===== src/rtl/ld_alu_if.sv =====
// Operand/result bundle for the LD-coordinate point ALU over GF(2^4).
// Points are packed {Z[11:8], Y[7:4], X[3:0]}.
`timescale 1ns/1ps
interface ld_alu_if;
  logic        op;
  logic [11:0] A;
  logic [11:0] B;
  logic [11:0] R;

  modport master (output op, output A, output B, input R);
  modport slave  (input op, input A, input B, output R);
endinterface


===== src/rtl/ld_alu.sv =====
// Lopez-Dahab point ALU for y^2 + xy = x^3 + a*x^2 + b over GF(2^4), poly x^4 + x + 1.
// Computes mixed addition (op=0) or doubling (op=1) combinationally; result is registered.
`timescale 1ns/1ps
module ld_alu (
  input  logic     clk,
  input  logic     n_rst,
  ld_alu_if.slave  bus
);

  localparam logic [3:0] CurveA = 4'h4;
  localparam logic [3:0] CurveB = 4'h1;

  // Carry-less 4x4 product folded back with alpha^4 = alpha + 1.
  function automatic logic [3:0] gf_mul(input logic [3:0] x, input logic [3:0] y);
    logic [6:0] p;
    p = '0;
    for (int i = 0; i < 4; i++) begin
      if (y[i]) p = p ^ ({3'b000, x} << i);
    end
    for (int i = 6; i >= 4; i--) begin
      if (p[i]) p = p ^ (7'h13 << (i - 4));
    end
    return p[3:0];
  endfunction

  function automatic logic [3:0] gf_sq(input logic [3:0] x);
    return gf_mul(x, x);
  endfunction

  // Doubling operands come from A.
  logic [3:0] dx1, dy1, dz1;
  logic [3:0] d_x1s, d_z1s, d_bz4;
  logic [3:0] dbl_x, dbl_y, dbl_z;

  assign dx1 = bus.A[3:0];
  assign dy1 = bus.A[7:4];
  assign dz1 = bus.A[11:8];

  assign d_x1s = gf_sq(dx1);
  assign d_z1s = gf_sq(dz1);
  assign d_bz4 = gf_mul(CurveB, gf_sq(d_z1s));
  assign dbl_z = gf_mul(d_x1s, d_z1s);
  assign dbl_x = gf_sq(d_x1s) ^ d_bz4;
  assign dbl_y = gf_mul(d_bz4, dbl_z)
               ^ gf_mul(dbl_x, gf_mul(CurveA, dbl_z) ^ gf_sq(dy1) ^ d_bz4);

  // Mixed addition: affine (x2, y2) from A with A.Z taken as 1, projective point from B.
  logic [3:0] x2, y2, ax1, ay1, az1;
  logic [3:0] a_z1s, t_a, t_b, c_t, d_t, e_t, f_t, g_t;
  logic [3:0] add_x, add_y, add_z;

  assign x2  = bus.A[3:0];
  assign y2  = bus.A[7:4];
  assign ax1 = bus.B[3:0];
  assign ay1 = bus.B[7:4];
  assign az1 = bus.B[11:8];

  assign a_z1s = gf_sq(az1);
  assign t_a   = gf_mul(y2, a_z1s) ^ ay1;
  assign t_b   = gf_mul(x2, az1) ^ ax1;
  assign c_t   = gf_mul(az1, t_b);
  assign d_t   = gf_mul(gf_sq(t_b), c_t ^ gf_mul(CurveA, a_z1s));
  assign e_t   = gf_mul(t_a, c_t);
  assign add_z = gf_sq(c_t);
  assign add_x = gf_sq(t_a) ^ d_t ^ e_t;
  assign f_t   = add_x ^ gf_mul(x2, add_z);
  assign g_t   = gf_mul(x2 ^ y2, gf_sq(add_z));
  assign add_y = gf_mul(e_t ^ add_z, f_t) ^ g_t;

  logic [11:0] r_d, r_q;

  always_comb begin
    r_d = {add_z, add_y, add_x};
    if (bus.op) r_d = {dbl_z, dbl_y, dbl_x};
  end

  always_ff @(posedge clk or negedge n_rst) begin
    if (!n_rst) r_q <= '0;
    else        r_q <= r_d;
  end

  assign bus.R = r_q;

endmodule


===== src/flat_wrapper.sv =====
// flat-port wrapper written by rule: the top's interface ports become plain ports
module ld_alu_flat 
  (clk, n_rst, bus_op, bus_A, bus_B, bus_R);
  ld_alu_if bus_i ();
  input  logic clk;
  input  logic n_rst;
  input wire logic [$bits(bus_i.op)-1:0] bus_op;
  input wire logic [$bits(bus_i.A)-1:0] bus_A;
  input wire logic [$bits(bus_i.B)-1:0] bus_B;
  output wire logic [$bits(bus_i.R)-1:0] bus_R;
  assign bus_i.op = bus_op;
  assign bus_i.A = bus_A;
  assign bus_i.B = bus_B;
  assign bus_R = bus_i.R;
  ld_alu u_core (.clk(clk), .n_rst(n_rst), .bus(bus_i));
endmodule

===== config.mk =====
export PLATFORM = sky130hd
export DESIGN_NAME = ld_alu_flat
export DESIGN_NICKNAME = d
export VERILOG_FILES = /design/src/rtl/ld_alu_if.sv /design/src/rtl/ld_alu.sv /design/src/flat_wrapper.sv
export SDC_FILE = /design/constraint.sdc
export NUM_CORES = 1
export LEC_CHECK = 0
export ABC_AREA = 0
export ABC_CLOCK_PERIOD_IN_PS = 800
export CAP_MARGIN = 20
export CORE_ASPECT_RATIO = 0.9
export CORE_MARGIN = 1
export CORE_UTILIZATION = 50
export CTS_CLUSTER_DIAMETER = 60
export DETAILED_ROUTE_END_ITERATION = 16
export GPL_ROUTABILITY_DRIVEN = 0
export PLACE_DENSITY_LB_ADDON = 0.05
export RECOVER_POWER = 25
export SLEW_MARGIN = 15
export SYNTH_ARGS = -nofsm -noshare
export SYNTH_HDL_FRONTEND = slang
export SYNTH_SLANG_ARGS = --single-unit

===== constraint.sdc =====
create_clock -name clk -period 0.8 [get_ports clk]
set_clock_uncertainty 0.2 [all_clocks]
set_input_delay 0.12 -clock clk [delete_from_list [all_inputs] [get_ports clk]]
set_output_delay 0.12 -clock clk [all_outputs]
set_load 0.02 [all_outputs]

* After elaboration in Yosys (flattened, before gate mapping) *
Cells that the tools add are included.

storage, ports and cells
  flip-flop bits (word level) = 12
  output and inout bits = 12
  word-level logic and storage cells = 327

operators by class
  multiplexer cells = 169
  bitwise logic cells = 157

operators by type and width
  cell                                          number
  7-bit 2-to-1 mux                              63
  4-bit 2-to-1 mux                              48
  7-bit by 6-bit bitwise XOR with 7-bit output  21
  7-bit bitwise XOR                             21
  2-bit inverter                                72
  4-bit by 5-bit bitwise XOR with 5-bit output  19
  3-bit 2-to-1 mux                              27
  4-bit bitwise XOR                             13
  2-bit 2-to-1 mux                              25
  7-bit by 5-bit bitwise XOR with 7-bit output  2
  12-bit 2-to-1 mux                             1
  6-bit 2-to-1 mux                              2
  5-bit 2-to-1 mux                              2
  1-bit inverter (first input constant)         9
  1-bit 2-to-1 mux                              1

* Longest topological paths before layout *
  depth after elaboration = 69
  depth in mapped cells = 25
  depth with buffers taken out = 20

* Least setup slack after synthesis *
No wires, ideal clock.

  kind = input to register
  from = input bus_A[1]
  to = register u_core.r_q[7] (netlist: u_core.bus.R[7])
  library setup time = 0.087 ns
  arrival time = 5.587 ns
  path slack = -5.074 ns
  stages = 22
  buffers on the path = 3
  cell sequence = buf_6 mux2_4 and3_1 a221o_1 or3_4 nand3_1 xnor3_2 xnor2_4 inv_2 clkbuf_1 clkbuf_1 ha_1 xor2_1 xnor2_1 and3_1 or4_1 or3_4 and3_4 o211a_1 o211a_1 or4_1 o211ai_1

on the way
  longest elaborated chain between the ends = 56
  elaborated cells on any way between the ends = 202
  those cells by class = mux (105); bitwise (97)

RTL lines
  element                                       RTL line           RTL
  start: declaration                            flat_wrapper.sv:8  input wire logic [$bits(bus_i.A)-1:0] bus_A;
  4-bit 2-to-1 mux                              ld_alu.sv:18       if (y[i]) p = p ^ ({3'b000, x} << i);
  4-bit by 5-bit bitwise XOR with 5-bit output  ld_alu.sv:18
  7-bit 2-to-1 mux                              ld_alu.sv:18
  7-bit by 6-bit bitwise XOR with 7-bit output  ld_alu.sv:18
  7-bit 2-to-1 mux                              ld_alu.sv:18
  7-bit bitwise XOR                             ld_alu.sv:18
  7-bit 2-to-1 mux                              ld_alu.sv:18
  4-bit 2-to-1 mux                              ld_alu.sv:21       if (p[i]) p = p ^ (7'h13 << (i - 4));
  [41 not listed]                               -
  7-bit 2-to-1 mux                              ld_alu.sv:18
  7-bit bitwise XOR                             ld_alu.sv:18
  7-bit 2-to-1 mux                              ld_alu.sv:18
  2-bit inverter (no source line)               -
  4-bit 2-to-1 mux                              ld_alu.sv:21
  4-bit bitwise XOR                             ld_alu.sv:68       assign add_y = gf_mul(e_t ^ add_z, f_t) ^ g_t;
  12-bit 2-to-1 mux *                           ld_alu.sv:74       if (bus.op) r_d = {dbl_z, dbl_y, dbl_x};
  net u_core.r_d[7]                             ld_alu.sv:70       logic [11:0] r_d, r_q;
  end signal: assignment                        ld_alu.sv:79       else r_q <= r_d;
  end: declaration                              ld_alu.sv:70

The timed path passes the listed nets; every way through them passes the cells marked *.

* Worst setup path in the final report *
  from = input bus_B[11]
  to = register u_core.r_q[7] (netlist: u_core.bus.R[7])

on the way
  longest elaborated chain between the ends = 51
  elaborated cells on any way between the ends = 174
  those cells by class = mux (92); bitwise (82)

RTL lines
  element                                       RTL line           RTL
  start: declaration                            flat_wrapper.sv:9  input wire logic [$bits(bus_i.B)-1:0] bus_B;
  7-bit 2-to-1 mux                              ld_alu.sv:18
  4-bit 2-to-1 mux                              ld_alu.sv:21
  3-bit 2-to-1 mux                              ld_alu.sv:21
  2-bit inverter (no source line)               -
  2-bit 2-to-1 mux                              ld_alu.sv:21
  4-bit bitwise XOR                             ld_alu.sv:60       assign t_b = gf_mul(x2, az1) ^ ax1;
  4-bit 2-to-1 mux                              ld_alu.sv:18
  4-bit by 5-bit bitwise XOR with 5-bit output  ld_alu.sv:18
  [36 not listed]                               -
  7-bit 2-to-1 mux                              ld_alu.sv:18
  7-bit bitwise XOR                             ld_alu.sv:18
  7-bit 2-to-1 mux                              ld_alu.sv:18
  2-bit inverter (no source line)               -
  4-bit 2-to-1 mux                              ld_alu.sv:21
  4-bit bitwise XOR *                           ld_alu.sv:68
  12-bit 2-to-1 mux *                           ld_alu.sv:74
  net u_core.r_d[7]                             ld_alu.sv:70

Marks and branches as above.

==> reports/metrics.yaml <==
outcome: "complete, but fails checks"
violations: "setup timing"
die_x_microns: 107.2
rsz0062_at_grt: "true"
cts_buffer_depth: 2
synthFlopType: "dfrtp_1"
yosysTopAreaCellShare_pct: 22.34
row_count: 34
n_fill_cell: 466
arrival_ps: 5060
ios: 39
dp_hpwl_microns: 12520
grt_util_all_layers_pct: 35.34
synth_edf_count: 0
synth.most_common_cell: "xnor2_1"
yosysWarnings: 0
place_area_sq_mm: 0.007069
cts_max_level: 1
insertedDiodeCount: 0
cp_slowest_cell: "xnor3_2"
slew_headroom_pct: 56.88
seq_area_sq_um: 300.3
cts-root-buf: "clkbuf_8"
stdcell_count: 1061
synth_seq_cells: 12
routed_wl_microns: 22560
cts_tree: "done"
grt_pass1_vias: 6228
ys_seq_area_share_pct: 6.030
critPathLaunchType: "input port"
cts_sinks: 12
final_util_pct: 87.11
netlist_top_cells_count: "127 x xnor2_1, 95 x nand2_1, 56 x nor2_1"
finalCritPeriodShare_pct: 638.1
crit_chain: "buf_8 > buf_6 > nand2_1 > xnor3_2 > xnor2_2 > nand2_1 > xnor3_2 > xnor2_4 > inv_2 > ha_4 > xor2_4 > xnor2_4 > and3_4 > or4_4 > or3_4 > and3_4 > o211a_1 > o211a_1 > or4_4 > o211ai_1"
drt_iter0_markers: 565
cts_hold_buf: 0
antenna_found_initial: 0
crit_type: "input port to register"
multi_input_area_sq_mm: 0.005304
synth_cell_types: 76
drive_gt1_share_pct: 45.24
hold_viol_final: 0
syn_to_final_growth_pct: 68.92
synth_top_cell_by_area: "xnor2_1"
dpl.cell_count: 998
synth.avg_cell_area_sq_um: 7.367
async_reset_ff_share_pct: 100.0
max_stage_delay_ps: 520
hold_path.class: "input port to asynchronous set/reset pin"
required_ps: 750
postSynthCellCount: 676
setup_viol: 24
drc: 0
die-area_sq_mm: 0.01036
cts_buffers: 3
die_y_microns: 96.68
ant_nets: 0
first_pass_iters: 5
clkTransAtPathRegs_ps: 60
layout_setup_ws_ps: -4305
max_freq_mhz: 195.9
largest_reg_flops: 12
fin_area_sq_mm: 0.008412
final_nets: 969
grt_start_max_net_pins: 22
dr_total_vias: 6651
core-area_sq_mm: 0.009657
finalCriticalPeriod_ps: 5105
cp-end-kind: "register"
globalRoute.totalOverflow: 0
syn-num-nets: 709
crit_fanout: 13
grt_pass1_wl_microns: 29610
wire_per_inst_microns: 21.26
start_util_pct: 51.57
ys_top_cells_by_area: "xnor2_1 22%, xor2_1 9.1%, nand2_1 7.2%, xnor3_1 6.3%, dfrtp_1 6.0%"
synth_area_sq_mm: 0.004980
port_buffers: 38
vias_per_cell: 6.269
worst_pin_slew_ps: 642.2
drv_slew: 0
startpoint: "bus_B[11]"
max_cap_viol_count: 0
stage by stage:
step / setup slack [ps] / TNS (ps) / hold WS [ps]
after floorplan: -4650 / -37740 / -375.6
after global placement: -4756 / -48990 / 253.4
after detailed placement: -4902 / -50190 / 257.5
after CTS: -3971 / -38340 / 1.990
after global routing: -4487 / -43680 / 37.24
final: -4305 / -42150 / 12.74
kinds of logic after synthesis:
group	synth area share, %
adder cells (fa/ha/maj)	1.507
AND/OR/NAND/NOR	22.41
AO/OA/AOI/OAI	18.84
flip-flops	6.030
multiplexers	4.296
buffers and inverters	5.251
XOR/XNOR	41.66
critical path, delay by kind of cell:
family                   cells  cell delay, ps
AO/OA/AOI/OAI                3             570
adder cells (fa/ha/maj)      1             170
AND/OR/NAND/NOR              7            2120
buffers and inverters        3             340
XOR/XNOR                     6            1740
layout make-up:
class / instances / area share, %
Clock buffer: 4 / 0.6545
Inverter: 18 / 0.8032
Multi-Input combinational cell: 603 / 63.05
Sequential cell: 12 / 3.570
Tap cell: 126 / 1.874
Timing Repair Buffer: 298 / 30.05
metal layers:
metal,vias up,wire length [microns],GRT usage (%),share of wire (%)
li1,2847,-,-,-
met2,461,10590,62.93,47
met3,182,1875,3.437,8.3
met5,-,0,0,0
met1,3161,8248,43.50,37
met4,0,1841,13.49,8.2
what timing repair did:
| item | CTS | global route |
|---|---|---|
| buffers inserted | 43 | 24 |
| gates resized for setup | 204 | 83 |
| pin swaps | 48 | 37 |
| setup endpoints to repair | 24 | 24 |
worst max-delay path by stage:
stage / cells after the start / slack [ps] / end
floorplan: 22 / -4650 / u_core.bus.R[7]
global placement: 20 / -4760 / u_core.bus.R[7]
detailed placement: 21 / -4900 / u_core.bus.R[5]
CTS: 20 / -3970 / u_core.bus.R[7]
global route: 24 / -4490 / u_core.bus.R[5]
finish: 20 / -4310 / u_core.bus.R[7]
placed cells by master, fill, tap and decap left out, drive strengths merged, types with 10 or more instances in the layout:
cell / netlist / final
dfrtp: 12 / 12
xnor2: 131 / 131
xor2: 54 / 54
nand2: 95 / 95
nand2b: 10 / 10
xnor3: 16 / 16
o211ai: 10 / 10
o21ai: 36 / 36
or3: 10 / 10
nor2: 56 / 56
mux2i: 15 / 15
buf: 14 / 277
nand3: 15 / 15
clkdlybuf4s50: 0 / 13
a21oi: 27 / 27
nor3: 17 / 17
inv: 18 / 18
Power is not shown: default switching activity piles up to over one toggle a cycle in this logic, so the estimate is an artifact.
